### src/rtl/riscv_configs.sv
// Shared fetch-stage constants: next-PC select encodings, reset vector, NOP and FSM states.
package riscv_configs;

  localparam logic [1:0]  SRC_PC_PC_4      = 2'd0;
  localparam logic [1:0]  SRC_PC_PC_IMM    = 2'd1;
  localparam logic [1:0]  SRC_PC_RS_IMM    = 2'd2;

  localparam logic [31:0] RESET_PC_DEFAULT = 32'h0000_0000;
  localparam logic [31:0] NOP_INSTR        = 32'h0000_0013;

  typedef enum logic [2:0] {
    ST_IDLE,
    ST_REQ,
    ST_WAIT,
    ST_HOLD,
    ST_HALT
  } fetch_state_t;

endpackage

### src/rtl/riscv_fetch_if.sv
// Instruction-memory request/response bus between the fetch stage and memory.
interface riscv_fetch_if;

  logic        imem_req;
  logic [31:0] imem_addr;
  logic        imem_ready;
  logic        imem_rvalid;
  logic [31:0] imem_rdata;

  modport master (
    output imem_req,
    output imem_addr,
    input  imem_ready,
    input  imem_rvalid,
    input  imem_rdata
  );

  modport slave (
    input  imem_req,
    input  imem_addr,
    output imem_ready,
    output imem_rvalid,
    output imem_rdata
  );

endinterface

### src/rtl/riscv_fetch_npc.sv
// Combinational next-PC computation for the retiring instruction.
module riscv_fetch_npc
  import riscv_configs::*;
(
  input  logic [31:0] i_pc,
  input  logic [1:0]  i_src_pc,
  input  logic [31:0] i_imm,
  input  logic [31:0] i_rs1,
  output logic [31:0] o_npc,
  output logic        o_misaligned
);

  logic [31:0] rs_sum;

  // Select the target; jalr-style targets drop bit 0, unknown selects fall through to PC+4.
  always_comb begin
    rs_sum = i_rs1 + i_imm;
    o_npc  = i_pc + 32'd4;
    case (i_src_pc)
      SRC_PC_PC_IMM: o_npc = i_pc + i_imm;
      SRC_PC_RS_IMM: o_npc = {rs_sum[31:1], 1'b0};
      default:       o_npc = i_pc + 32'd4;
    endcase
    o_misaligned = o_npc[1];
  end

endmodule

### src/rtl/riscv_fetch.sv
// Fetch stage: issues one word fetch, holds the instruction for the core, steers the PC.
module riscv_fetch
  import riscv_configs::*;
#(
  parameter logic [31:0] RESET_PC = RESET_PC_DEFAULT
)(
  input  logic                 i_clk,
  input  logic                 i_rst,
  riscv_fetch_if.master        imem,
  output logic                 o_if_valid,
  output logic [31:0]          o_if_instr,
  output logic [31:0]          o_if_pc,
  output logic [31:0]          o_if_pc4,
  input  logic                 i_if_ready,
  input  logic [1:0]           i_src_pc,
  input  logic [31:0]          i_imm,
  input  logic [31:0]          i_rs1,
  output logic                 o_fetch_err,
  output logic [31:0]          o_instret
);

  fetch_state_t state;
  logic [31:0]  pc;
  logic [31:0]  instr;
  logic [31:0]  instret;
  logic         fetch_err;
  logic [31:0]  npc;
  logic         npc_misaligned;

  riscv_fetch_npc u_npc (
    .i_pc         (pc),
    .i_src_pc     (i_src_pc),
    .i_imm        (i_imm),
    .i_rs1        (i_rs1),
    .o_npc        (npc),
    .o_misaligned (npc_misaligned)
  );

  // Fetch sequencing, PC update, sticky fault flag and retire counter.
  always_ff @(posedge i_clk) begin
    if (i_rst) begin
      state     <= ST_IDLE;
      pc        <= RESET_PC;
      instr     <= NOP_INSTR;
      fetch_err <= 1'b0;
      instret   <= '0;
    end else begin
      case (state)
        ST_IDLE: state <= ST_REQ;
        ST_REQ: begin
          if (imem.imem_ready) state <= ST_WAIT;
        end
        ST_WAIT: begin
          if (imem.imem_rvalid) begin
            instr <= imem.imem_rdata;
            state <= ST_HOLD;
          end
        end
        ST_HOLD: begin
          if (i_if_ready) begin
            instret <= instret + 32'd1;
            if (npc_misaligned) begin
              fetch_err <= 1'b1;
              state     <= ST_HALT;
            end else begin
              pc    <= npc;
              state <= ST_REQ;
            end
          end
        end
        ST_HALT: state <= ST_HALT;
        default: state <= ST_IDLE;
      endcase
    end
  end

  // Outputs decode directly from state and the held registers.
  always_comb begin
    imem.imem_req  = (state == ST_REQ);
    imem.imem_addr = pc;
    o_if_valid     = (state == ST_HOLD);
    o_if_instr     = instr;
    o_if_pc        = pc;
    o_if_pc4       = pc + 32'd4;
    o_fetch_err    = fetch_err;
    o_instret      = instret;
  end

endmodule

### src/flat_wrapper.sv
// flat-port wrapper written by rule: the top's interface ports become plain ports
module riscv_fetch_flat import riscv_configs::*;
#(
  parameter logic [31:0] RESET_PC = RESET_PC_DEFAULT
)
  (i_clk, i_rst, o_if_valid, o_if_instr, o_if_pc, o_if_pc4, i_if_ready, i_src_pc, i_imm, i_rs1, o_fetch_err, o_instret, imem_imem_req, imem_imem_addr, imem_imem_ready, imem_imem_rvalid, imem_imem_rdata);
  riscv_fetch_if imem_i ();
  input  logic i_clk;
  input  logic i_rst;
  output logic o_if_valid;
  output logic [31:0] o_if_instr;
  output logic [31:0] o_if_pc;
  output logic [31:0] o_if_pc4;
  input  logic i_if_ready;
  input  logic [1:0] i_src_pc;
  input  logic [31:0] i_imm;
  input  logic [31:0] i_rs1;
  output logic o_fetch_err;
  output logic [31:0] o_instret;
  output wire logic [$bits(imem_i.imem_req)-1:0] imem_imem_req;
  output wire logic [$bits(imem_i.imem_addr)-1:0] imem_imem_addr;
  input wire logic [$bits(imem_i.imem_ready)-1:0] imem_imem_ready;
  input wire logic [$bits(imem_i.imem_rvalid)-1:0] imem_imem_rvalid;
  input wire logic [$bits(imem_i.imem_rdata)-1:0] imem_imem_rdata;
  assign imem_imem_req = imem_i.imem_req;
  assign imem_imem_addr = imem_i.imem_addr;
  assign imem_i.imem_ready = imem_imem_ready;
  assign imem_i.imem_rvalid = imem_imem_rvalid;
  assign imem_i.imem_rdata = imem_imem_rdata;
  riscv_fetch #(.RESET_PC(RESET_PC)) u_core (.i_clk(i_clk), .i_rst(i_rst), .imem(imem_i), .o_if_valid(o_if_valid), .o_if_instr(o_if_instr), .o_if_pc(o_if_pc), .o_if_pc4(o_if_pc4), .i_if_ready(i_if_ready), .i_src_pc(i_src_pc), .i_imm(i_imm), .i_rs1(i_rs1), .o_fetch_err(o_fetch_err), .o_instret(o_instret));
endmodule
### config.mk
export PLATFORM = sky130hd
export DESIGN_NAME = riscv_fetch_flat
export DESIGN_NICKNAME = d
export VERILOG_FILES = /design/src/rtl/riscv_configs.sv /design/src/rtl/riscv_fetch_if.sv /design/src/rtl/riscv_fetch_npc.sv /design/src/rtl/riscv_fetch.sv /design/src/flat_wrapper.sv
export SDC_FILE = /design/constraint.sdc
export NUM_CORES = 1
export LEC_CHECK = 0
export CAP_MARGIN = 20
export CELL_PAD_IN_SITES_DETAIL_PLACEMENT = 0
export CELL_PAD_IN_SITES_GLOBAL_PLACEMENT = 2
export CORE_MARGIN = 5
export CORE_UTILIZATION = 26
export CTS_CLUSTER_SIZE = 8
export DETAILED_ROUTE_END_ITERATION = 8
export GPL_ROUTABILITY_DRIVEN = 0
export HOLD_SLACK_MARGIN = 0.08
export PLACE_DENSITY = 0.93
export SYNTH_ARGS = -nofsm -noshare
export SYNTH_HDL_FRONTEND = slang
export SYNTH_SLANG_ARGS = --single-unit
### constraint.sdc
create_clock -name i_clk -period 3.5 [get_ports i_clk]
set_input_delay 0.7 -clock i_clk [delete_from_list [all_inputs] [get_ports i_clk]]
set_output_delay 0.7 -clock i_clk [all_outputs]
set_load 0.005 [all_outputs]
==> results.yml <==
status:
  run_status: "completed"
pwr:
  seq_power_share: 0.384
  power.total_mw: 3.01
  leakagePower_nw: 5.00
  ir_drop_mv: 0.186
  comb_power_share: 0.298
  power_density_mw_per_mm2: 243
  p_switching_mw: 0.904
  switching_share: 0.300
  p_clk_frac: 0.318
  internal_power_mw: 2.11
die:
  num_rows: 65
  io_pins: 266
  placeableCoreArea_sq_mm: 0.0316
  die_w_um: 189
  initial_core_util: 0.264
  die_area_sq_mm: 0.0358
  die_h_um: 189
yosys:
  synth.area.top_cells: "dfxtp_1 (24%), ha_1 (9.7%), nand2_1 (7.2%)"
  async_reset_ff_frac: 0
  ys_seq_area_frac: 0.237
  netlist-cell-type-count: 77
  synth_edf_count: 0
  syn_avg_cell_area_sq_um: 7.57
  netlist_instances: 1103
  synth_flop_cell: "dfxtp_1"
  synth-seq-cells: 99
  syn_area_sq_mm: 0.00835
  synth.top_cell.area_share: 0.237
  yosysWarnings: 0
  synth_largest_area_cell: "dfxtp_1"
clock_network:
  clockBufferDepth: 2
  cts_tree: "built"
  clock_latency_ns: 0.35
  cts_root_buf: "clkbuf_16"
  cts.htree.levels: 3
  clk_pin_slew_ns: 0.07
  clkSinkCount: 99
  cts_buffers: 9
final_layout:
  layout.nets: 1590
  drive_gt1_frac: 0.133
  syn_to_final_growth_pct: 48.5
  nFillCells: 3268
  num_antenna_cells: 0
sta:
  rsz0062_at_grt: "yes"
  clock_skew_ns: 0.0130
  maxSlewViolCount: 0
  setup_violations: 0
  fin_crit_sh: 0.970
  tightest_slew_ns: 0.816
  slew_headroom: 0.456
  final.setup.worst_slack_ns: 0.103
  fmax_mhz: 294
  hold_viol: 0
  min_period_ns: 3.40
drt:
  post-route-drc-count: 0
  drt.antenna.violating_nets: 0
  wl_per_cell_um: 16.8
  viasPerCell: 4.95
  first_pass_iters: 5
  drt_wl_total_um: 30700
  drtIter0Drc: 524
  via_count: 9045
min_path:
  hold_path_class: "flip-flop to flip-flop"
critical_path:
  path_class: "flip-flop to output pin"
  end_kind: "output pin"
  start_kind: "flip-flop"
  arrival_ns: 2.70
  worst-endpoint-required_ns: 2.80
  crit_path_max_fanout: 5
global_routing:
  antenna_found_initial: 0
  grt_pass1_wl_um: 47100
  global_route.usage.total: 0.162
  grt_remaining_overflow: 0
  grt_max_degree: 61
  grt_pass1_vias: 8704
flow_run:
  drv_cap: 0
placed_design:
  io_buffers: 262
  post-place-ws_ns: -0.458
  place.detailed.hpwl_um: 25000
final cells by class:
cell class	instances	area (sq um)	share of cell area
Tap cell	402	503	0.0406
Sequential cell	99	1980	0.160
Timing Repair Buffer	385	3570	0.288
Clock buffer	11	253	0.0204
Multi-Input combinational cell	900	5970	0.482
Clock inverter	3	23.8	0.00192
Inverter	26	97.6	0.00787
kinds of logic (layout without fill, tap and decap cells):
kind of cell               count (synthesis)  after routing  synth area share
other                                      1              3          0.000449
buffers and inverters                    106            425            0.0647
muxes                                      4              4           0.00495
AOI/OAI and AO/OA                        332            332             0.261
and+or+nand+nor                          384            384             0.216
DFF                                       99             99             0.237
xor gates and xnor gates                 111            111             0.116
adders and majority gates                 66             66            0.0998
through the flow:
| stage | cell area, sq um | hold slack, ns | instances | setup TNS [ns] | util |
|---|---|---|---|---|---|
| 3_3_place_gp | 12000 | 0.441 | 1811 | -3.34 | 0.379 |
| 4_1_cts | 12300 | 0.455 | 1826 | 0 | 0.389 |
| 2_1_floorplan | 8360 | 0.453 | 1105 | 0 | - |
| 6_report | 12400 | 0.455 | 1826 | 0 | 0.392 |
| 3_5_place_dp | 12000 | 0.446 | 1811 | -4.07 | 0.379 |
| 5_1_grt | 12400 | 0.467 | 1826 | -0.0948 | 0.392 |
cell usage in the layout, fill, tap and decap left out, types with 4 or more instances in the layout:
cell type,n
and2_1,6
xnor2_1,56
ha_1,65
a22oi_1,16
nand2_2,4
o22ai_1,5
nor2b_1,6
nand2_1,159
nor3_1,14
or3_1,11
a211o_1,4
a21oi_2,4
a21oi_1,110
o21ai_0,56
buf_4,121
o21ai_1,4
a21o_1,31
nor2_1,83
o21a_1,6
o221ai_1,5
inv_1,25
xor2_1,52
and3_1,17
a221oi_1,14
dfxtp_1,98
a31oi_1,14
nand4_1,17
o211ai_1,7
nand2b_1,4
clkbuf_16,9
a211oi_1,6
o21bai_1,10
clkdlybuf4s50_1,259
nand3_1,35
layer usage:
metal / vias up / part of all wire / track usage
li1: 4558 / - / -
met1: 4199 / 0.46 / 0.217
met2: 255 / 0.47 / 0.274
met3: 33 / 0.058 / 0.0253
met4: 0 / 0.017 / 0.0376
met5: - / 0 / 0
power by group through the flow:
stage / clock network (mW) / logic (mW) / registers (mW)
3_3_place_gp: 0 / 0.878 / 1.18
4_1_cts: 0.988 / 0.889 / 1.16
5_1_grt: 1.04 / 0.977 / 1.16
6_report: 0.958 / 0.898 / 1.16
3_5_place_dp: 0 / 0.880 / 1.18
2_1_floorplan: 0 / 0.472 / 1.18
final timing paths:
check | cells after the start | to | slack (ns) | from
worst max-delay path | 9 | o_if_pc4[26] | 0.10 | u_core.imem.imem_addr[8]$_SDFFE_PP0P_
worst min-delay path | 2 | u_core.o_if_instr[3]$_SDFFE_PP0P_ | 0.45 | u_core.o_if_instr[3]$_SDFFE_PP0P_
worst max register to register | 12 | u_core.imem.imem_addr[28]$_SDFFE_PP0P_ | 0.50 | u_core.imem.imem_addr[0]$_SDFFE_PP0P_
worst min register to register | 2 | u_core.o_if_instr[3]$_SDFFE_PP0P_ | 0.45 | u_core.o_if_instr[3]$_SDFFE_PP0P_
flip-flops by register name, indices dropped and copies added, names as in the netlist:
register,flops
u_core.o_fetch_err,1
u_core.o_if_instr,32
u_core.state,3
u_core.imem.imem_addr,31
u_core.o_instret,32
what timing repair did:
| item | 4_1_cts | 5_1_grt |
|---|---|---|
| gates resized for setup | 11 | 20 |
| cloned | 0 | 0 |
| buffers inserted | 1 | 0 |
| setup endpoints to repair | 8 | 20 |
| pin swaps | 1 | 4 |
| hold buffers | 0 | 0 |
cell usage after synthesis, types with 31 or more instances:
library cell,count
nand2_1,161
a21oi_1,111
dfxtp_1,99
nor2_1,83
ha_1,65
xnor2_1,59
o21ai_0,58
xor2_1,52
clkbuf_1,36
nand3_1,36
buf_4,35
a21o_1,31
critical path, cell delays in order, from the launching register on:
cell and delay (ns):
dfxtp_1 0.34, and4_2 0.28, and3_2 0.25, nand2_2 0.12, nor2_1 0.16, inv_1 0.11
nor3_4 0.22, nand3_2 0.14, xnor2_2 0.19, clkdlybuf4s50_1 0.55
No activity file was read; power rests on OpenSTA's default activity.
